`config.mk`:
```
export PLATFORM = sky130hd
export DESIGN_NAME = bpm_estimator
export DESIGN_NICKNAME = d
export VERILOG_FILES = /design/src/rtl/bpm_estimator.sv
export SDC_FILE = /design/constraint.sdc
export NUM_CORES = 1
export LEC_CHECK = 0
export BUFFER_PORTS_ARGS = -buffer_cell sky130_fd_sc_hd__buf_4
export CAP_MARGIN = 10
export CORE_UTILIZATION = 36
export DETAILED_ROUTE_END_ITERATION = 6
export PLACE_DENSITY = 0.6
export RECOVER_POWER = 25
export SKIP_CTS_REPAIR_TIMING = 1
export SLEW_MARGIN = 0
export SYNTH_ARGS = -nofsm -noshare
export SYNTH_HDL_FRONTEND = slang
export SYNTH_SLANG_ARGS = --single-unit
```
`constraint.sdc`:
```
create_clock -name clk -period 9.8 [get_ports clk]
set_clock_uncertainty 0.05 [all_clocks]
set_input_delay 0 -clock clk [delete_from_list [all_inputs] [get_ports clk]]
set_output_delay 0 -clock clk [all_outputs]
set_load 0.02 [all_outputs]
```
`src/rtl/bpm_estimator.sv`:
```
`default_nettype none
// +----------------------------------------------------------------------------+
// | bpm_estimator: times beat-to-beat intervals, averages the last AVG_DEPTH    |
// | accepted ones and converts the average to a rounded, clamped BPM value.     |
// | Revision: 1.0                                                               |
// +----------------------------------------------------------------------------+
module bpm_estimator #(
    parameter int unsigned CLK_HZ    = 50_000_000,
    parameter int unsigned MAX_BPM   = 200,
    parameter int unsigned MIN_BPM   = 40,
    parameter int unsigned AVG_DEPTH = 4
) (
    input  logic                           clk,
    input  logic                           reset,
    input  logic                           beat_pulse,
    output logic [$clog2(MAX_BPM+1)-1:0]   BPM_estimate,
    output logic                           bpm_valid,
    output logic                           locked
);

    localparam longint unsigned C_K64     = 64'd60 * 64'(CLK_HZ);
    localparam longint unsigned C_MIN_INT = C_K64 / 64'(MAX_BPM);
    localparam longint unsigned C_MAX_INT = C_K64 / 64'(MIN_BPM);
    localparam int C_INT_W = $clog2(C_MAX_INT + 1);
    localparam int C_NUM_W = $clog2(C_K64 * AVG_DEPTH + AVG_DEPTH * C_MAX_INT / 2 + 1);
    localparam int C_OUT_W = $clog2(MAX_BPM + 1);
    localparam int C_N_W   = $clog2(AVG_DEPTH + 1);
    localparam int C_SUM_W = C_INT_W + C_N_W;
    localparam int C_PTR_W = (AVG_DEPTH > 1) ? $clog2(AVG_DEPTH) : 1;
    localparam int C_BIT_W = $clog2(C_NUM_W);

    localparam logic [C_INT_W-1:0] C_MIN_INT_V = C_INT_W'(C_MIN_INT);
    localparam logic [C_INT_W-1:0] C_MAX_INT_V = C_INT_W'(C_MAX_INT);
    localparam logic [C_NUM_W-1:0] C_K_V       = C_NUM_W'(C_K64);
    localparam logic [C_N_W-1:0]   C_N_MAX     = C_N_W'(AVG_DEPTH);
    localparam logic [C_PTR_W-1:0] C_PTR_LAST  = C_PTR_W'(AVG_DEPTH - 1);

    typedef enum logic {
        TRK_IDLE   = 1'b0,
        TRK_ACTIVE = 1'b1
    } trk_t;

    typedef enum logic [1:0] {
        DIV_IDLE = 2'd0,
        DIV_RUN  = 2'd1,
        DIV_DONE = 2'd2
    } div_t;

    trk_t                 trk_q, trk_d;
    div_t                 div_q, div_d;
    logic [C_INT_W-1:0]   cnt_q, cnt_d;
    logic [C_INT_W-1:0]   hist_q [AVG_DEPTH];
    logic [C_PTR_W-1:0]   wp_q, wp_d;
    logic [C_SUM_W-1:0]   sum_q, sum_d;
    logic [C_N_W-1:0]     n_q, n_d;
    logic                 pend_q, pend_d;
    logic [C_SUM_W-1:0]   rem_q, rem_d;
    logic [C_NUM_W-1:0]   quo_q, quo_d;
    logic [C_SUM_W-1:0]   den_q, den_d;
    logic [C_BIT_W-1:0]   bit_q, bit_d;
    logic [C_OUT_W-1:0]   bpm_q, bpm_d;
    logic                 valid_q, valid_d;

    logic                 w_arm, w_accept, w_timeout, w_ge;
    logic [C_SUM_W:0]     w_rem_sh;
    logic [C_SUM_W-1:0]   w_rem_sub;
    logic [C_NUM_W-1:0]   w_quo_sh;
    logic [C_NUM_W-1:0]   w_num;
    logic [C_SUM_W-1:0]   w_sum_new;

    assign w_arm     = (trk_q == TRK_IDLE) && beat_pulse;
    assign w_accept  = (trk_q == TRK_ACTIVE) && beat_pulse && (cnt_q >= C_MIN_INT_V);
    assign w_timeout = (trk_q == TRK_ACTIVE) && !beat_pulse && (cnt_q == C_MAX_INT_V);

    // The evicted slot is zero until history fills, so one expression covers both cases.
    assign w_sum_new = sum_q + C_SUM_W'(cnt_q) - C_SUM_W'(hist_q[wp_q]);

    // Adding sum/2 to the numerator turns truncating division into round-half-up.
    assign w_num     = C_K_V * C_NUM_W'(n_q) + C_NUM_W'(sum_q >> 1);

    assign w_rem_sh  = {rem_q, quo_q[C_NUM_W-1]};
    assign w_ge      = (w_rem_sh >= {1'b0, den_q});
    assign w_rem_sub = w_rem_sh[C_SUM_W-1:0] - den_q;
    assign w_quo_sh  = {quo_q[C_NUM_W-2:0], w_ge};

    always_comb begin
        trk_d   = trk_q;
        div_d   = div_q;
        cnt_d   = cnt_q;
        wp_d    = wp_q;
        sum_d   = sum_q;
        n_d     = n_q;
        pend_d  = pend_q;
        rem_d   = rem_q;
        quo_d   = quo_q;
        den_d   = den_q;
        bit_d   = bit_q;
        bpm_d   = bpm_q;
        valid_d = 1'b0;

        if (w_arm) begin
            trk_d = TRK_ACTIVE;
            cnt_d = C_INT_W'(1);
        end else if (w_accept) begin
            cnt_d  = C_INT_W'(1);
            wp_d   = (wp_q == C_PTR_LAST) ? '0 : wp_q + C_PTR_W'(1);
            sum_d  = w_sum_new;
            n_d    = (n_q == C_N_MAX) ? n_q : n_q + C_N_W'(1);
            pend_d = 1'b1;
        end else if (w_timeout) begin
            trk_d = TRK_IDLE;
            cnt_d = '0;
            wp_d  = '0;
            sum_d = '0;
            n_d   = '0;
        end else if ((trk_q == TRK_ACTIVE) && (cnt_q != C_MAX_INT_V)) begin
            cnt_d = cnt_q + C_INT_W'(1);
        end

        case (div_q)
            DIV_IDLE: begin
                if (pend_q && (n_q != '0)) begin
                    rem_d  = '0;
                    quo_d  = w_num;
                    den_d  = sum_q;
                    bit_d  = C_BIT_W'(C_NUM_W - 1);
                    div_d  = DIV_RUN;
                    pend_d = w_accept;
                end
            end
            DIV_RUN: begin
                rem_d = w_ge ? w_rem_sub : w_rem_sh[C_SUM_W-1:0];
                quo_d = w_quo_sh;
                bit_d = bit_q - C_BIT_W'(1);
                if (bit_q == '0) begin
                    div_d   = DIV_DONE;
                    bpm_d   = (w_quo_sh > C_NUM_W'(MAX_BPM)) ? C_OUT_W'(MAX_BPM)
                                                             : w_quo_sh[C_OUT_W-1:0];
                    valid_d = 1'b1;
                end
            end
            DIV_DONE: div_d = DIV_IDLE;
            default:  div_d = DIV_IDLE;
        endcase

        // Timeout overrides any divide result landing in the same cycle.
        if (w_timeout) begin
            div_d   = DIV_IDLE;
            pend_d  = 1'b0;
            bpm_d   = '0;
            valid_d = 1'b1;
        end
    end

    always_ff @(posedge clk or posedge reset) begin
        if (reset) begin
            trk_q   <= TRK_IDLE;
            div_q   <= DIV_IDLE;
            cnt_q   <= '0;
            wp_q    <= '0;
            sum_q   <= '0;
            n_q     <= '0;
            pend_q  <= 1'b0;
            rem_q   <= '0;
            quo_q   <= '0;
            den_q   <= '0;
            bit_q   <= '0;
            bpm_q   <= '0;
            valid_q <= 1'b0;
        end else begin
            trk_q   <= trk_d;
            div_q   <= div_d;
            cnt_q   <= cnt_d;
            wp_q    <= wp_d;
            sum_q   <= sum_d;
            n_q     <= n_d;
            pend_q  <= pend_d;
            rem_q   <= rem_d;
            quo_q   <= quo_d;
            den_q   <= den_d;
            bit_q   <= bit_d;
            bpm_q   <= bpm_d;
            valid_q <= valid_d;
        end
    end

    always_ff @(posedge clk or posedge reset) begin
        if (reset) begin
            for (int i = 0; i < AVG_DEPTH; i++) hist_q[i] <= '0;
        end else if (w_timeout) begin
            for (int i = 0; i < AVG_DEPTH; i++) hist_q[i] <= '0;
        end else if (w_accept) begin
            hist_q[wp_q] <= cnt_q;
        end
    end

    assign BPM_estimate = bpm_q;
    assign bpm_valid    = valid_q;
    assign locked       = (n_q != '0);

endmodule
`default_nettype wire

```
==> results by group <==
Run status
  – Status: finished, violations left
  – Failing checks: capacitance limit, slew limit

Layout
  – Fin area: 19,300 µm²
  – Multi-input gate area: 9520 µm²
  – # fillers: 4,815
  – Final nets: 2,054
  – Share of layout cells above drive strength 1: 0.0674
  – Diodes inserted: 0
  – Seq. cell area: 7080 µm²
  – Area delta synth->final: 9.61%

Synthesis
  – EDFF count, synth: 0
  – Synth Register Bits: 283
  – Primary FF master, synth: dfrtp_1
  – Synth top area share: 0.402
  – Mean Syn Cell Area: 9.00 µm²
  – Gate Count Post-Synth: 1,956
  – Biggest area consumer among synthesized cells: dfrtp_1
  – Asr flop ratio synth: 1.00
  – Synth unique cells: 72
  – Post-synthesis sequential area ratio: 0.402
  – Net Count, Synth: 2,091
  – Synth area leaders: dfrtp_1, ha_1, o21ai_0
  – Synthesized area: 17,600 µm²
  – Synth warn: 0

Clock network
  – Root buffer cell: clkbuf_16
  – Clock transition at path regs: 0.06 ns
  – Cts bufs inserted: 31
  – Clock Sink Count: 283
  – Max clock buf depth: 3
  – H-tree depth: 1
  – CTS tree: built
  – Worst skew pair latency: 0.58 ns

Timing
  – Setup repair after global routing missed its margin: no
  – Fin Setup TNS: 0 ns
  – Fin crit share: 0.506
  – Max_slew headroom: -3.23
  – Post-layout min period: 4.96 ns
  – Final Hold Vio Count: 0
  – Max Slew Vio Count: 145
  – Fmax: 0.201 GHz
  – Worst slew pin tran: 6.32 ns
  – # setup viols final: 0

Critical path
  – R2R setup slack: 4.95 ns
  – WP data required: 10.27 ns
  – Critical Path Sink: wp_q[0]
  – R2R Path Start: wp_q[0]
  – Startpoint types: input pin
  – Max FO, Critical Path: 144
  – Crit path DAT: 5.44 ns
  – Critical path startpoint: reset
  – CP endpoint kind: async pin
  – Worst Reg-to-Reg Cells: 14
  – Type of the worst setup path: input pin to async pin
  – Reg2reg end: sum_q[28]

Pwr
  – PD cells: 151 nW/µm²
  – Max VDD drop: 113 µV
  – Total leakage power: 8.79 nW

Die
  – Core area: 48,000 µm²
  – Ports: 13
  – Die H: 223 µm
  – Core Rows: 80
  – Initial Util: 0.367
  – Die width: 223 µm
  – Die area: 49,800 µm²

Route
  – Vias per std cell: 5.35
  – Routed Antenna Nets: 0
  – First drt pass iteration count: 4
  – Drt wl/cell: 16.6 µm
  – DR iter-0 viols: 895
  – DRC: 0
  – Wirelength, routed: 42,500 µm
  – Via Count: 13,700

Global route
  – Initial antenna violation count: 0
  – GRT Util Overall: 0.175
  – Largest net degree at the start of global routing: 145
  – Congestion Overflow GR: 0
  – Vias in the first global route: 13,600
  – Global-route wire length before repair: 71,600 µm

Flow run
  – Max_cap viols: 1

Placed design
  – Placed Area: 18,300 µm²
  – Post-DP HPWL: 30,100 µm
  – Global placement routability congestion: 0.841
  – PortBufs: 12

Min path
  – Worst Hold Class: input pin to register
==> cell type report <==
cell class              count  share of cell area
inverters                 177              0.0345
flip-flops and latches    283               0.367
clock inverters             8             0.00635
multi-input cells        1396               0.493
repair buffers             30              0.0115
well taps                 615              0.0399
clock buffers              49              0.0478
==> layout by cell type, fill, tap and decap left out, types with 4 or more instances in the layout <==
| master | Yosys | routed |
|---|---|---|
| dfrtp_1 | 283 | 282 |
| nand2_1 | 232 | 231 |
| o21ai_0 | 194 | 194 |
| inv_1 | 177 | 176 |
| nand3_1 | 150 | 150 |
| a21oi_1 | 132 | 132 |
| ha_1 | 98 | 98 |
| nor2_1 | 93 | 91 |
| xnor2_1 | 66 | 66 |
| xor2_1 | 35 | 35 |
| fa_1 | 34 | 34 |
| a21o_1 | 32 | 32 |
| o21ai_1 | 33 | 31 |
| clkbuf_16 | 0 | 31 |
| mux4_2 | 27 | 27 |
| nor3_1 | 27 | 26 |
| buf_4 | 4 | 25 |
| a22oi_1 | 22 | 22 |
| nand4_1 | 18 | 18 |
| a211oi_1 | 15 | 15 |
| o211ai_1 | 12 | 12 |
| clkbuf_1 | 75 | 12 |
| o21bai_1 | 11 | 11 |
| nor4_1 | 11 | 11 |
| and3_1 | 10 | 10 |
| nand2b_1 | 11 | 10 |
| or3_1 | 11 | 10 |
| o31ai_1 | 10 | 10 |
| a22o_1 | 10 | 10 |
| nor2b_1 | 10 | 9 |
| mux2i_1 | 9 | 9 |
| o21a_1 | 8 | 8 |
| and2_1 | 8 | 8 |
| clkbuf_8 | 0 | 8 |
| a31oi_1 | 6 | 6 |
| a221o_1 | 4 | 4 |
| a221oi_1 | 4 | 4 |
| a41oi_1 | 4 | 4 |
==> layer usage <==
metal | up-vias | share of wire | track usage | wire length (µm)
li1 | 6757 | - | - | -
met1 | 6669 | 0.49 | 0.249 | 20800
met2 | 209 | 0.45 | 0.280 | 19100
met3 | 57 | 0.038 | 0.0248 | 1600
met4 | 0 | 0.024 | 0.0463 | 1020
met5 | - | 0 | 0 | 0
==> worst max-delay path: stages <==
cell	delay [ns]
dlygate4sd3_1	0.53
clkbuf_4	0.14
clkinvlp_2	3.48
buf_4	1.10
==> Yosys cell counts (6+ instances only) <==
master,count
dfrtp_1,283
nand2_1,232
o21ai_0,194
inv_1,177
nand3_1,150
a21oi_1,132
ha_1,98
nor2_1,93
clkbuf_1,75
xnor2_1,66
xor2_1,35
fa_1,34
o21ai_1,33
a21o_1,32
mux4_2,27
nor3_1,27
a22oi_1,22
nand4_1,18
a211oi_1,15
buf_2,13
o211ai_1,12
nand2b_1,11
nor4_1,11
o21bai_1,11
or3_1,11
a22o_1,10
and3_1,10
nor2b_1,10
o31ai_1,10
mux2i_1,9
and2_1,8
buf_1,8
o21a_1,8
a31oi_1,6
==> cell families (layout without fill, tap and decap cells) <==
kind of cell | Yosys count | after routing | share of synthesized area
adders and majority gates | 132 | 132 | 0.108
AOI/OAI and AO/OA | 532 | 532 | 0.185
buffers and inverters | 277 | 264 | 0.0608
xor gates and xnor gates | 101 | 101 | 0.0502
DFF | 283 | 283 | 0.402
muxes | 37 | 37 | 0.0403
and+or+nand+nor | 594 | 594 | 0.154
==> metrics by stage <==
step,total power [W],worst slack (ns),cells,hold slack [ns],utilization
6_report,0.00291,4.84,2558,0.298,0.402
3_5_place_dp,0.00173,5.02,2499,0.264,0.380
4_1_cts,0.00295,4.97,2556,-0.357,0.402
2_1_floorplan,0.00162,1.94,1956,0.112,-
5_1_grt,0.00306,3.67,2558,0.323,0.402
3_3_place_gp,0.00173,5.06,2499,0.260,0.380
==> report_power, final <==
part / leakage (nW) / internal [W] / switching (W) / total (W)
Clock: 0.514 / 0.000720 / 0.000479 / 0.00120
Combinational: 4.37 / 0.000196 / 0.000295 / 0.000491
Sequential: 3.90 / 0.00119 / 0.0000320 / 0.00122
Total: 8.79 / 0.00211 / 0.000806 / 0.00291
==> flip-flops by register name (all words and copies together) (netlist names) <==
register      count
cnt_q            27
den_q            30
quo_q            34
n_q               3
bit_q             6
rem_q            30
BPM_estimate      8
trk_q             1
wp_q              2
sum_q            30
div_q             2
bpm_valid         1
pend_q            1
hist_q          108
==> worst min path at each step <==
stage | end | start | slack (ns) | cells past startpoint
final | trk_q | beat_pulse | 0.30 | 4
after global placement | sum_q[5] | reset | 0.26 | 2
after global routing | trk_q | beat_pulse | 0.32 | 4
after detailed placement | sum_q[5] | reset | 0.26 | 2
after floorplan | trk_q | beat_pulse | 0.11 | 2
after CTS | den_q[7] | reset | -0.36 | 2
(Power assumes the default switching activity.)
